<file path="src/rtl/instr_fetch_unit.sv">
// Instruction fetch unit: owns the program counter, reads one byte per cycle
// from a combinational instruction memory, resolves unconditional jumps
// locally and presents all other instructions to decode via a registered
// valid/ready output stage. A jump to itself parks the unit in HALT.
module instr_fetch_unit #(
    parameter logic [7:0] RESET_PC          = 8'h00,
    parameter bit         HALT_ON_SELF_JUMP = 1'b1
) (
    input  logic       clk,
    input  logic       reset,
    output logic [7:0] Read_Address,
    input  logic [7:0] Instruction,
    output logic [7:0] out_instr,
    output logic [7:0] out_pc,
    output logic       out_valid,
    input  logic       out_ready,
    input  logic       redirect_valid,
    input  logic [7:0] redirect_addr,
    output logic       halted,
    output logic [7:0] jump_count
);

    typedef enum logic [0:0] {
        FETCH = 1'b0,
        HALT  = 1'b1
    } state_t;

    localparam logic [1:0] OP_JUMP = 2'b11;

    state_t     state, state_n;
    logic [7:0] pc, pc_n;
    logic [7:0] out_instr_n;
    logic [7:0] out_pc_n;
    logic       out_valid_n;
    logic [7:0] jump_count_n;

    logic       slot_free;
    logic       is_jump;
    logic [7:0] jump_target;

    assign Read_Address = pc;
    assign halted       = (state == HALT);

    // The output slot can take a new instruction when empty or being drained.
    assign slot_free   = !out_valid || out_ready;
    assign is_jump     = (Instruction[7:6] == OP_JUMP);
    // Offset is a 2-bit signed value relative to pc + 1; the sum wraps mod 256.
    assign jump_target = pc + 8'd1 + {{6{Instruction[1]}}, Instruction[1:0]};

    // Next-state and next-output logic for the fetch FSM.
    always_comb begin
        // NOTE: every variable gets a default before any branch, so no path
        // leaves one unassigned and no latch is inferred.
        state_n      = state;
        pc_n         = pc;
        out_instr_n  = out_instr;
        out_pc_n     = out_pc;
        out_valid_n  = out_valid;
        jump_count_n = jump_count;

        case (state)
            FETCH: begin
                if (redirect_valid) begin
                    // Flush: any held instruction is dropped, fetch restarts.
                    pc_n        = redirect_addr;
                    out_valid_n = 1'b0;
                end else if (slot_free) begin
                    if (is_jump) begin
                        // Jumps are consumed here and leave a one-cycle bubble.
                        out_valid_n  = 1'b0;
                        jump_count_n = jump_count + 8'd1;
                        if (HALT_ON_SELF_JUMP && (jump_target == pc)) begin
                            state_n = HALT;
                        end else begin
                            pc_n = jump_target;
                        end
                    end else begin
                        out_instr_n = Instruction;
                        out_pc_n    = pc;
                        out_valid_n = 1'b1;
                        pc_n        = pc + 8'd1;
                    end
                end
                // slot_free == 0: everything holds until decode accepts.
            end
            HALT: begin
                // The output slot is always empty here; only a redirect wakes us.
                out_valid_n = 1'b0;
                if (redirect_valid) begin
                    pc_n    = redirect_addr;
                    state_n = FETCH;
                end
            end
            default: begin
                state_n = FETCH;
            end
        endcase
    end

    // State and output registers with synchronous active-high reset.
    always_ff @(posedge clk) begin
        // NOTE: sequential state uses non-blocking assignments so every
        // register samples the pre-edge values computed above.
        if (reset) begin
            state      <= FETCH;
            pc         <= RESET_PC;
            out_instr  <= 8'h00;
            out_pc     <= 8'h00;
            out_valid  <= 1'b0;
            jump_count <= 8'h00;
        end else begin
            state      <= state_n;
            pc         <= pc_n;
            out_instr  <= out_instr_n;
            out_pc     <= out_pc_n;
            out_valid  <= out_valid_n;
            jump_count <= jump_count_n;
        end
    end

endmodule

</file>
<file path="config.mk">
export PLATFORM = sky130hd
export DESIGN_NAME = instr_fetch_unit
export DESIGN_NICKNAME = d
export VERILOG_FILES = /design/src/rtl/instr_fetch_unit.sv
export SDC_FILE = /design/constraint.sdc
export NUM_CORES = 1
export LEC_CHECK = 0
export CAP_MARGIN = 30
export CORE_UTILIZATION = 30
export DETAILED_ROUTE_END_ITERATION = 6
export PLACE_DENSITY = 0.57
export SLEW_MARGIN = 20
export SYNTH_ARGS = -nofsm -noshare
export SYNTH_HDL_FRONTEND = slang
export SYNTH_SLANG_ARGS = --single-unit
</file>
<file path="constraint.sdc">
create_clock -name clk -period 9.75 [get_ports clk]
set_clock_uncertainty 0.2 [all_clocks]
set_input_delay 2.925 -clock clk [delete_from_list [all_inputs] [get_ports clk]]
set_output_delay 2.925 -clock clk [all_outputs]
set_load 0.02 [all_outputs]
</file>
* Word-level counts from Yosys, hierarchy flattened
Index checks and enable logic that the tools add are counted.
Word-level totals: flip-flop bits (word level) 34, output and inout port bits 34, bits of input ports 20, logic and storage cells 38
Cells by class: equality and inequality tests 5, bitwise operators 3, multiplexer cells 16, reductions and logical operators 5, add/sub/neg operators 3
Operators with widths (number):
- 2-to-1 mux 8 bit | 5
- adder 8 x 1 -> 8 bit (second input constant) | 2
- one-hot mux 8 bit (2 select lines) | 1
- adder 8 bit | 1
- == test 8 bit | 1
- 2-to-1 mux 1 bit | 8
- AND reduction 4 bit | 2
- inequality test 4 bit (second input constant) | 1
- one-hot mux 1 bit (2 select lines) | 2
- inequality test 3 bit (second input constant) | 1
- inverter 1 bit | 3
- AND reduction 3 bit | 1
- == test 2 bit (second input constant) | 1
- inequality test 2 bit (second input constant) | 1
- zero test 1 bit | 1
- logical OR 1 bit | 1

* Longest topological paths before layout
word-level depth 8, gate-level depth with buffers 13, depth with buffers taken out 11

* Least setup slack after synthesis
OpenSTA, ideal clock, no wires.
path kind input to register, start point input port Instruction[0], end point register pc[0] (netlist: Read_Address[0]), data required time 9.465 ns, path buffers 1, library setup time 0.085 ns, data arrival time 5.078 ns, slack 4.387 ns, stages 11, cell sequence ha_1 > inv_1 > fa_1 > xor2_1 > xnor2_1 > a211oi_1 > o21ai_2 > a2111oi_2 > buf_4 > or4_2 > o31ai_2
Between the ends: cells in the longest elaborated chain, start to end 6
Ends and longest elaborated chain:
- from (decl) | RTL line 12 | input logic [7:0] Instruction,
- adder 8 bit (*) | RTL line 48 | assign jump_target = pc + 8'd1 + {{6{Instruction[1]}}, Instruction[1:0]};
- 2-to-1 mux 8 bit | RTL line 72 | if (HALT_ON_SELF_JUMP && (jump_target == pc)) begin
- 2-to-1 mux 8 bit | RTL line 68 | if (is_jump) begin
- 2-to-1 mux 8 bit | RTL line 67 | end else if (slot_free) begin
- 2-to-1 mux 8 bit | RTL line 63 | if (redirect_valid) begin
- one-hot mux 8 bit (2 select lines) | RTL line 61 | case (state)
- to (signal assigned) | RTL line 113 | pc <= pc_n;
- to (decl) | RTL line 31 | logic [7:0] pc, pc_n;
Mark *: on every way between the ends. The rest lies on a longest branch, timed or not. The select of a mux whose other input is x is not followed. A chain may end at the register's enable or synchronous reset.

* Worst setup path in the final report
start point input port Instruction[1], end point register pc[0] (netlist: Read_Address[0])
Between the ends: cells in the longest elaborated chain, start to end 4
Ends and longest elaborated chain (RTL line):
- adder 8 bit | 48
- == test 8 bit | 72
- inequality test 4 bit (no source line)
- AND reduction 3 bit (no source line)
No other way between the ends.

==> results.yml <==
yosys:
  avgSynthCellArea_sq_um: 8.346
  yosys.area.top_type: "dfxtp_1"
  synth_xor_area_share_pct: 12.43
  ys_types: 51
  yosys_most_used_dff: "dfxtp_1"
  synth-compound-area-share_pct: 18.68
  async_flop_share_pct: 0
  yosys.area_share.simple_pct: 24.99
  synth-edff-count: 0
  yosys-mux-area-fraction_pct: 0.9518
  synth_seq_cells: 34
  syn-cell-area_sq_um: 2103
  synth_fp_nets: 284
  synth_top_area_share_pct: 32.36
  netlist_top_cells_area: "dfxtp_1 32%, nand2_1 7.3%, ha_1 6.5%"
  synth-seq-area-share_pct: 32.36
  synth_warnings: 0
  synth_adder_area_share_pct: 7.496
  synth_top_family_by_area: "simple AND/OR/NAND/NOR gates"
  postSynthCellCount: 252
setup_path:
  required_ns: 9.71
  critPathKind: "in -> reg"
  critPathMaxStageDelay_ns: 0.72
  startpoint_type: "primary input"
  slowest_stage: "clkdlybuf4s50_1"
  path_cells: "clkdlybuf4s50_1 -> inv_1 -> fa_1 -> xor2_1 -> nand4_1 -> nor4bb_1 -> o21ai_2 -> a2111oi_4 -> or4_2 -> o31ai_2"
  ff2ff_path_depth: 11
  cp_max_fo: 11
  cp.arrival_ns: 6.09
  endpoint_kind: "flip-flop"
timing:
  setup-tns-final_ns: 0
  max_slew_margin_pct: 51.43
  slew_violations: 0
  tightest_slew_ns: 0.7278
  finalCriticalPeriod_ns: 6.126
  grt_setup_unrepaired: "false"
  timing.fmax_mhz: 163.2
  final_hold_viol_count: 0
  setup_viol: 0
  finalCritPeriodShare_pct: 62.83
place:
  dpl.cell_count: 392
  dp_hpwl_microns: 4035
  port_buffers: 53
  place.gp.congestion: 0.7758
finish:
  drive_gt1_share_pct: 8.882
  final_cells: 400
  antenna_cells: 0
  syn2layout_area_growth_pct: 34.32
  fin_util_pct: 41.58
  finish.net_count: 335
detailed_routing:
  dr.first_iter.drc_count: 89
  routed-via-count: 1967
  via_per_inst: 4.918
  dr.pass1.iters: 4
  drt_wl_total_microns: 5581
  drtAntennaViolNets: 0
  wl_per_cell_microns: 13.95
  drc: 0
die:
  die_y_microns: 85.73
  io_pins: 54
  coreArea_sq_um: 6794
  die_w_microns: 85.73
  rows: 30
  start_util_pct: 30.96
  die_area_sq_um: 7350
clock_network:
  cts_buffer_depth: 2
  ctsResizeCount: 0
  cts_made_buffers: 5
  ctsHoldBuffers: 0
  cts.clk_slew.worst_paths_ns: 0.07
  cts_root_buffer: "clkbuf_8"
  cts.sinks: 34
  clock_latency_ns: 0.28
  cts_setup_buffers: 0
  htreeDepth: 2
  tritoncts: "built"
global_routing:
  grt_max_degree: 41
  antenna_found_initial: 0
  grt_pass1_vias: 1735
  grt_pass1_wl_microns: 8763
  grt-ovfl-total: 0
  track_usage_pct: 15.31
power_and_ir_drop:
  combPwrFrac_pct: 30.2
  power_mw: 0.3749
  powerDensity_nw_per_um2: 132.7
  p_int_mw: 0.2568
  p_switching_mw: 0.1181
  p_leak_nw: 1.054
  seqPwrFrac_pct: 41.5
  p_clk_share_pct: 28.3
  switching_share_pct: 31.50
  irDropWorstVdd_uv: 65.85
job:
  maxCapViolations: 0
worst_hold_path:
  whs_path_depth: 2
  hp-class: "reg -> reg"
run_status:
  outcome: "completed"
==> cells in the mapped netlist (all sizes together) (2+ instances only) <==
library cell,instances
o211ai,2
inv,6
or2,2
dfxtp,34
a21oi,27
nor2,24
nor2b,4
clkbuf,8
o21ai,10
nand2b,4
xnor2,8
buf,2
o21a,4
xor2,14
or3,2
nand2,41
a211oi,6
nand3,6
o31a,2
ha,11
o31ai,2
xnor3,2
a211o,2
nor3,3
or4,5
nand4,4
mux2i,2
==> final timing paths <==
check,from,endpoint,slack (ns)
worst max register to register,Read_Address[1],Read_Address[0],6.07
worst min-delay path,out_pc[5],out_pc[5],0.25
worst min register to register,out_pc[5],out_pc[5],0.25
worst max-delay path,Instruction[1],Read_Address[0],3.62
==> stage by stage <==
stage / setup slack [ns] / area (sq um) / hold WS, ns
floorplan: 4.387 / 2103 / 0.3345
global placement: 3.161 / 2719 / 0.2427
detailed placement: 3.039 / 2721 / 0.2484
CTS: 3.343 / 2813 / 0.2580
global route: 3.405 / 2825 / 0.2754
finish: 3.624 / 2825 / 0.2527
==> registers in the layout (all words and copies together), names as in the netlist <==
| register | count |
|---|---|
| jump_count | 8 |
| out_pc | 8 |
| halted | 1 |
| out_valid | 1 |
| out_instr | 8 |
| Read_Address | 8 |
==> cells in the final DEF, fill, tap and decap left out, types with 2 or more instances in the layout <==
cell              n
nand2_1          41
dfxtp_1          34
nand4_1           3
a211oi_1          6
xnor2_1           8
or4_2             5
inv_1             6
nand2b_1          4
o31a_1            2
nor2_1           21
nor3_1            3
clkdlybuf4s50_1  53
o21ai_1           3
or2_2             2
a211o_1           2
o31ai_2           2
mux2i_1           2
xor2_1           14
nor2b_1           3
a21oi_1          26
clkbuf_8          6
nor2_2            2
o21ai_0           6
o211ai_1          2
xnor3_1           2
o21a_1            4
nand3_1           6
ha_1             11
==> kinds of logic after synthesis <==
kind of cell	count (synthesis)
simple gates	103
compound gates	60
flops	34
xor+xnor	25
buf+inv	16
fa+ha+maj	12
mux	2
==> per-layer routing <==
layer  track usage (%)  up-vias  part of all wire, %  wire length (microns)
li1                  -      988                    -                      -
met1             21.03      915                   49                   2709
met2             23.78       59                   45                   2508
met3             4.716        5                  6.1                    341
met4             3.030        0                 0.38                     21
met5                 0        -                    0                      0
==> power by group through the flow <==
stage               Combinational [mW]  Sequential, mW  Clock [mW]
floorplan                       0.0673           0.163           0
global placement                 0.110           0.159           0
detailed placement               0.111           0.159           0
CTS                              0.111           0.156       0.110
global route                     0.123           0.157       0.117
finish                           0.113           0.156       0.106
==> critical path, delay by kind of cell <==
| family | cells | cell delay [ns] |
|---|---|---|
| adders and majority gates | 1 | 0.59 |
| buffers and inverters | 2 | 0.85 |
| AOI/OAI and AO/OA | 3 | 0.77 |
| xor gates and xnor gates | 1 | 0.20 |
| and+or+nand+nor | 3 | 0.75 |
==> layout make-up <==
cell class / count / area, sq um
inverters: 6 / 22.52
clock buffers: 7 / 86.33
multi-input cells: 202 / 1373
flip-flops and latches: 34 / 680.7
repair buffers: 54 / 538.0
well taps: 96 / 120.1
clock inverters: 1 / 5.005
fillers: 706 / 3969
Power figures use the tool's default switching activity.
